File: config.mk
export PLATFORM = sky130hd
export DESIGN_NAME = apb_slave_mem_flat
export DESIGN_NICKNAME = d
export VERILOG_FILES = /design/src/rtl/apb_pkg.sv /design/src/rtl/apb_slave_mem_if.sv /design/src/rtl/apb_mem_array.sv /design/src/rtl/apb_slave_mem.sv /design/src/flat_wrapper.sv
export SDC_FILE = /design/constraint.sdc
export NUM_CORES = 2
export LEC_CHECK = 0
export ABC_AREA = 0
export CAP_MARGIN = 20
export CORE_ASPECT_RATIO = 0.75
export CORE_MARGIN = 1
export CORE_UTILIZATION = 38
export CTS_BUF_LIST = sky130_fd_sc_hd__clkbuf_8
export DETAILED_ROUTE_END_ITERATION = 12
export PLACE_DENSITY = 0.59
export SKIP_CTS_REPAIR_TIMING = 1
export SYNTH_ARGS = -nofsm -noshare
export SYNTH_HDL_FRONTEND = slang
export SYNTH_HIERARCHICAL = 1
export SYNTH_SLANG_ARGS = --single-unit
export TNS_END_PERCENT = 30
File: constraint.sdc
create_clock -name PCLK -period 4.3 [get_ports PCLK]
set_input_delay 0.86 -clock PCLK [delete_from_list [all_inputs] [get_ports PCLK]]
set_output_delay 0.86 -clock PCLK [all_outputs]
set_load 0.05 [all_outputs]
File: src/rtl/apb_pkg.sv
// Shared types, constants and address decode helper for the APB memory completer.
package apb_pkg;

   typedef enum logic {
      IDLE,
      ACCESS
   } apb_state_e;

   localparam int unsigned APB_ADDR_LSB   = 2;
   localparam int unsigned APB_WORD_BYTES = 4;

   // Error when the byte address is not word aligned or the word index falls past the array.
   function automatic logic apb_addr_err(input logic [31:0] addr, input int unsigned depth);
      logic misaligned;
      logic out_of_range;
      misaligned   = (addr % APB_WORD_BYTES) != 32'd0;
      out_of_range = (addr >> APB_ADDR_LSB) >= depth;
      return misaligned || out_of_range;
   endfunction

endpackage

File: src/rtl/apb_slave_mem_if.sv
// APB3 signal bundle with master (requester) and slave (completer) views.
interface apb_slave_mem_if #(
   parameter int unsigned ADDR_WIDTH = 16,
   parameter int unsigned DATA_WIDTH = 32
) ();

   logic                  PSEL;
   logic                  PENABLE;
   logic [ADDR_WIDTH-1:0] PADDR;
   logic                  PWRITE;
   logic [DATA_WIDTH-1:0] PWDATA;
   logic [DATA_WIDTH-1:0] PRDATA;
   logic                  PREADY;
   logic                  PSLVERR;

   modport master (
      output PSEL, PENABLE, PADDR, PWRITE, PWDATA,
      input  PRDATA, PREADY, PSLVERR
   );

   modport slave (
      input  PSEL, PENABLE, PADDR, PWRITE, PWDATA,
      output PRDATA, PREADY, PSLVERR
   );

endinterface

File: src/rtl/apb_mem_array.sv
// Word storage with asynchronous clear, one synchronous write port and one combinational read port.
module apb_mem_array #(
   parameter int unsigned DATA_WIDTH = 32,
   parameter int unsigned MEM_DEPTH  = 64,
   parameter int unsigned IDX_W      = $clog2(MEM_DEPTH)
) (
   input  logic                  clk_i,
   input  logic                  rst_ni,
   input  logic                  we_i,
   input  logic [IDX_W-1:0]      waddr_i,
   input  logic [DATA_WIDTH-1:0] wdata_i,
   input  logic [IDX_W-1:0]      raddr_i,
   output logic [DATA_WIDTH-1:0] rdata_o
);

   logic [DATA_WIDTH-1:0] mem_q [MEM_DEPTH];

   always_ff @(posedge clk_i or negedge rst_ni) begin
      if (!rst_ni) begin
         for (int i = 0; i < int'(MEM_DEPTH); i++) begin
            mem_q[i] <= '0;
         end
      end else if (we_i) begin
         mem_q[waddr_i] <= wdata_i;
      end
   end

   assign rdata_o = mem_q[raddr_i];

endmodule

File: src/rtl/apb_slave_mem.sv
// APB3 completer fronting a word-addressed memory, with fixed wait states and PSLVERR on bad addresses.
module apb_slave_mem
   import apb_pkg::*;
#(
   parameter int unsigned ADDR_WIDTH  = 16,
   parameter int unsigned DATA_WIDTH  = 32,
   parameter int unsigned MEM_DEPTH   = 64,
   parameter int unsigned WAIT_CYCLES = 0
) (
   input  logic          PCLK,
   input  logic          PRESETn,
   apb_slave_mem_if.slave apb
);

   localparam int unsigned IdxW = $clog2(MEM_DEPTH);

   apb_state_e            state_q, state_d;
   logic [3:0]            cnt_q, cnt_d;
   logic [IdxW-1:0]       idx_q, idx_d;
   logic                  write_q, write_d;
   logic                  err_q, err_d;
   logic [DATA_WIDTH-1:0] prdata_q, prdata_d;

   logic [31:0]           addr_ext;
   logic                  setup_err;
   logic [IdxW-1:0]       setup_idx;
   logic [DATA_WIDTH-1:0] rd_data;
   logic                  mem_we;
   logic                  ready;

   always_comb begin
      addr_ext                 = '0;
      addr_ext[ADDR_WIDTH-1:0] = apb.PADDR;
   end

   assign setup_err = apb_addr_err(addr_ext, MEM_DEPTH);
   assign setup_idx = apb.PADDR[APB_ADDR_LSB +: IdxW];
   assign ready     = (state_q == ACCESS) && (cnt_q == 4'd0);

   apb_mem_array #(
      .DATA_WIDTH (DATA_WIDTH),
      .MEM_DEPTH  (MEM_DEPTH),
      .IDX_W      (IdxW)
   ) u_mem (
      .clk_i   (PCLK),
      .rst_ni  (PRESETn),
      .we_i    (mem_we),
      .waddr_i (idx_q),
      .wdata_i (apb.PWDATA),
      .raddr_i (setup_idx),
      .rdata_o (rd_data)
   );

   always_comb begin
      state_d  = state_q;
      cnt_d    = cnt_q;
      idx_d    = idx_q;
      write_d  = write_q;
      err_d    = err_q;
      prdata_d = prdata_q;
      mem_we   = 1'b0;
      unique case (state_q)
         IDLE: begin
            prdata_d = '0;
            // PENABLE high here is a protocol violation and is simply ignored.
            if (apb.PSEL && !apb.PENABLE) begin
               state_d  = ACCESS;
               cnt_d    = 4'(WAIT_CYCLES);
               idx_d    = setup_idx;
               write_d  = apb.PWRITE;
               err_d    = setup_err;
               prdata_d = (!apb.PWRITE && !setup_err) ? rd_data : '0;
            end
         end
         ACCESS: begin
            if (!apb.PSEL) begin
               // Master abort: drop the transfer without touching memory.
               state_d  = IDLE;
               prdata_d = '0;
            end else begin
               if (cnt_q != 4'd0) begin
                  cnt_d = cnt_q - 4'd1;
               end
               if (apb.PENABLE && ready) begin
                  state_d  = IDLE;
                  prdata_d = '0;
                  mem_we   = write_q && !err_q;
               end
            end
         end
         default: state_d = IDLE;
      endcase
   end

   always_ff @(posedge PCLK or negedge PRESETn) begin
      if (!PRESETn) begin
         state_q  <= IDLE;
         cnt_q    <= 4'd0;
         idx_q    <= '0;
         write_q  <= 1'b0;
         err_q    <= 1'b0;
         prdata_q <= '0;
      end else begin
         state_q  <= state_d;
         cnt_q    <= cnt_d;
         idx_q    <= idx_d;
         write_q  <= write_d;
         err_q    <= err_d;
         prdata_q <= prdata_d;
      end
   end

   assign apb.PREADY  = ready;
   assign apb.PSLVERR = ready && err_q;
   assign apb.PRDATA  = prdata_q;

endmodule
File: src/flat_wrapper.sv
// flat-port wrapper written by rule: the top's interface ports become plain ports
module apb_slave_mem_flat import apb_pkg::*;
#(
   parameter int unsigned ADDR_WIDTH  = 16,
   parameter int unsigned DATA_WIDTH  = 32,
   parameter int unsigned MEM_DEPTH   = 64,
   parameter int unsigned WAIT_CYCLES = 0
)
  (PCLK, PRESETn, apb_PSEL, apb_PENABLE, apb_PADDR, apb_PWRITE, apb_PWDATA, apb_PRDATA, apb_PREADY, apb_PSLVERR);
  apb_slave_mem_if #(.ADDR_WIDTH(ADDR_WIDTH), .DATA_WIDTH(DATA_WIDTH)) apb_i ();
  input  logic PCLK;
  input  logic PRESETn;
  input wire logic [$bits(apb_i.PSEL)-1:0] apb_PSEL;
  input wire logic [$bits(apb_i.PENABLE)-1:0] apb_PENABLE;
  input wire logic [$bits(apb_i.PADDR)-1:0] apb_PADDR;
  input wire logic [$bits(apb_i.PWRITE)-1:0] apb_PWRITE;
  input wire logic [$bits(apb_i.PWDATA)-1:0] apb_PWDATA;
  output wire logic [$bits(apb_i.PRDATA)-1:0] apb_PRDATA;
  output wire logic [$bits(apb_i.PREADY)-1:0] apb_PREADY;
  output wire logic [$bits(apb_i.PSLVERR)-1:0] apb_PSLVERR;
  assign apb_i.PSEL = apb_PSEL;
  assign apb_i.PENABLE = apb_PENABLE;
  assign apb_i.PADDR = apb_PADDR;
  assign apb_i.PWRITE = apb_PWRITE;
  assign apb_i.PWDATA = apb_PWDATA;
  assign apb_PRDATA = apb_i.PRDATA;
  assign apb_PREADY = apb_i.PREADY;
  assign apb_PSLVERR = apb_i.PSLVERR;
  apb_slave_mem #(.ADDR_WIDTH(ADDR_WIDTH), .DATA_WIDTH(DATA_WIDTH), .MEM_DEPTH(MEM_DEPTH), .WAIT_CYCLES(WAIT_CYCLES)) u_core (.PCLK(PCLK), .PRESETn(PRESETn), .apb(apb_i));
endmodule
==> results.md <==
* Fin crit period at 4.09 ns
* LEAKAGE at 0.0537 uW
* Starting DRT DRC Count at 3,985
* # setup viols final at 0
* Floorplan row count at 157
* Drt total wl at 281 mm
* Setup TNS at 0 ns
* Total CTS buffers at 344
* Slew @ Worst Pin at 1.20 ns
* Wire per inst at 29.2 um
* Commonest non-fill, non-tap cells in the layout: dfrtp_1 (2,093), mux2_1 (1,380), mux2_2 (683)
* H-Tree Depth at 5
* Pin count of the biggest net entering global routing at 131
* Most common cell after layout, fill and taps aside: dfrtp_1
* DIE HEIGHT at 433 um
* Final Hold Fails at 0
* Busiest layer in global routing: met1
* Hold Slack at 0.354 ns
* Overflow after GRT at 0
* Met3 usage at 0.0414
* Max-slew violations at 0
* Final worst-path cycle share at 0.951
* Worst Skew at 0.0530 ns
* Yosys reg bits at 2,093
* Critical Path Start Type: flip-flop
* Async S/R FF share, synth at 1.00
* Via-to-Cell Ratio at 5.67
* EDFF count, synth at 0
* Initial antenna violation count at 21
* Syn nets at 5,969
* CTS tree: built
* Hold Crit Class: primary input to flip-flop
* Worst-path fanout max at 5
* GPL Wtd Cong at 0.870
* Met1 Use GR at 0.342
* Critical path's top delay family: buffers and inverters
* Sink Count at 2,093
* WS Path Type: flip-flop to output pin
* Power Density at 364 mW/mm^2
* CP max stage delay at 0.80 ns
* Global-route wire length before repair at 416 mm
* Layout cells sized above 1 at 0.346
* Die X at 577 um
* Run status: complete, no violations
* FF/Latch Area at 0.0524 mm^2
* Vias in the first global route at 58,200
* Count of cell types in the netlist at 51
* Worst-Skew Late Latency at 0.96 ns
* Post-Synthesis Cells at 5,915
* All-Layer GR Usage at 0.227
* Critical path, cell by cell: inv_1 > ha_1 > nor3b_1 > and3_1 > clkdlybuf4s50_1
* Post-route ant nets at 0
* Worst endpoint required time at 3.44 ns
* Final nets at 6,159
* Max Freq at 245 MHz
* RSZ-0062 raised after global routing: no
* Multi-input gate area at 0.0396 mm^2
* Port Buffers at 86
* # DRC at 0
* Core area at 0.245 mm^2
* Critical Path AT at 3.23 ns
* Synth warn at 6
* Layout area overhead at 14.6%
* Hpwl dp at 175 mm
* Root buffer cell: clkbuf_8
* Avg Cell Area, Syn at 15.9 um^2
* Detailed-route via count at 54,600
* Met2 usage at 0.328
* Slew HR at 0.202
* Io pins at 87
* CTS Buffer Depth at 4
* Endpoint type of the worst setup path: output pin
* Initial Utilization at 0.384
* Fill count at 21,600
* Die area at 0.250 mm^2
* Clock transition at path regs at 0.06 ns
* Critical-path top delay cell: clkdlybuf4s50_1
* Max_cap viols at 0
* Main synth FF type: dfrtp_1
* Sequential area share after synthesis at 0.555
* Worst VDD drop at 0.000246 V
* Detailed Routing Iterations Pass 1 at 5
* Synthesized area at 0.0943 mm^2
* Buf+Inv Stages, Crit Path at 2
## metrics by stage
step	cell area (um^2)	util	instances	total power, uW	setup slack [ns]
after floorplan	94300	-	5915	21000	1.24
after global placement	101000	0.412	9009	22300	0.00338
after CTS	108000	0.440	9605	39800	0.0939
after global routing	108000	0.440	9610	40800	0.0242
final	108000	0.440	9624	39300	0.211
after detailed placement	101000	0.413	9016	22300	0.0262
## cell type report
class,count,share of cell area
flip-flops and latches,2093,0.485
multi-input cells,3215,0.367
clock buffers,430,0.0548
repair buffers,443,0.0475
well taps,3259,0.0377
clock inverters,159,0.00759
diodes,17,0.000394
inverters,8,0.000324
## layer usage
| metal | vias up | routed length [um] |
|---|---|---|
| met5 | - | 43 |
| met4 | 8 | 10100 |
| met3 | 433 | 16400 |
| met2 | 1390 | 120000 |
| met1 | 30300 | 134000 |
| li1 | 22500 | - |
## Yosys cell counts, types with 8 or more instances
library cell / number / share of area
mux2i_1: 86 / 0.0091
nor3_1: 17 / 0.00090
buf_6: 14 / 0.0017
buf_4: 28 / 0.0022
mux4_2: 538 / 0.13
buf_1: 95 / 0.0038
mux2_2: 683 / 0.082
mux2_1: 1380 / 0.16
clkbuf_1: 275 / 0.011
o221ai_1: 22 / 0.0020
nand2_1: 65 / 0.0026
nand2b_1: 8 / 0.00053
a21oi_1: 48 / 0.0025
nand3b_1: 8 / 0.00064
a22o_1: 11 / 0.0010
o22ai_1: 101 / 0.0067
nand3_1: 13 / 0.00069
a22o_2: 22 / 0.0023
dfrtp_1: 2093 / 0.56
nor2b_1: 10 / 0.00066
o21ai_0: 10 / 0.00053
nor2_1: 116 / 0.0046
buf_2: 187 / 0.0099
## power by group
| part | switching [uW] | internal [uW] | leakage (uW) |
|---|---|---|---|
| combinational | 1640 | 574 | 0.0206 |
| clock | 8140 | 9210 | 0.00389 |
| sequential | 36.7 | 19700 | 0.0292 |
## logic make-up after synthesis
kind of cell	after synthesis	synth area share
buffers and inverters	607	0.0289
DFF	2093	0.555
muxes	2687	0.384
adders and majority gates	1	0.000133
and+or+nand+nor	284	0.0144
AOI/OAI and AO/OA	243	0.0174
## flip-flops by register name (all words and copies together) (netlist names)
| register | count |
|---|---|
| u_core/idx_q | 6 |
| u_core/write_q | 1 |
| u_core/err_q | 1 |
| u_core/state_q | 1 |
| u_core/u_mem/mem_q | 2048 |
| u_core/cnt_q | 4 |
| u_core/apb.PRDATA | 32 |
## worst paths after layout
kind,slack [ns],start,cells after the start,endpoint
min in group asynchronous,0.54,PRESETn,2,u_core/u_mem/mem_q[862]
worst max-delay path,0.21,u_core/cnt_q[0],5,apb_PSLVERR
max in group asynchronous,2.27,PRESETn,3,u_core/u_mem/mem_q[1586]
worst min-delay path,0.35,apb_PWDATA[26],2,u_core/u_mem/mem_q[922]
worst min register to register,0.48,u_core/u_mem/mem_q[10],1,u_core/u_mem/mem_q[10]
worst max register to register,0.90,u_core/cnt_q[0],13,u_core/u_mem/mem_q[574]
(Power assumes the default switching activity.)
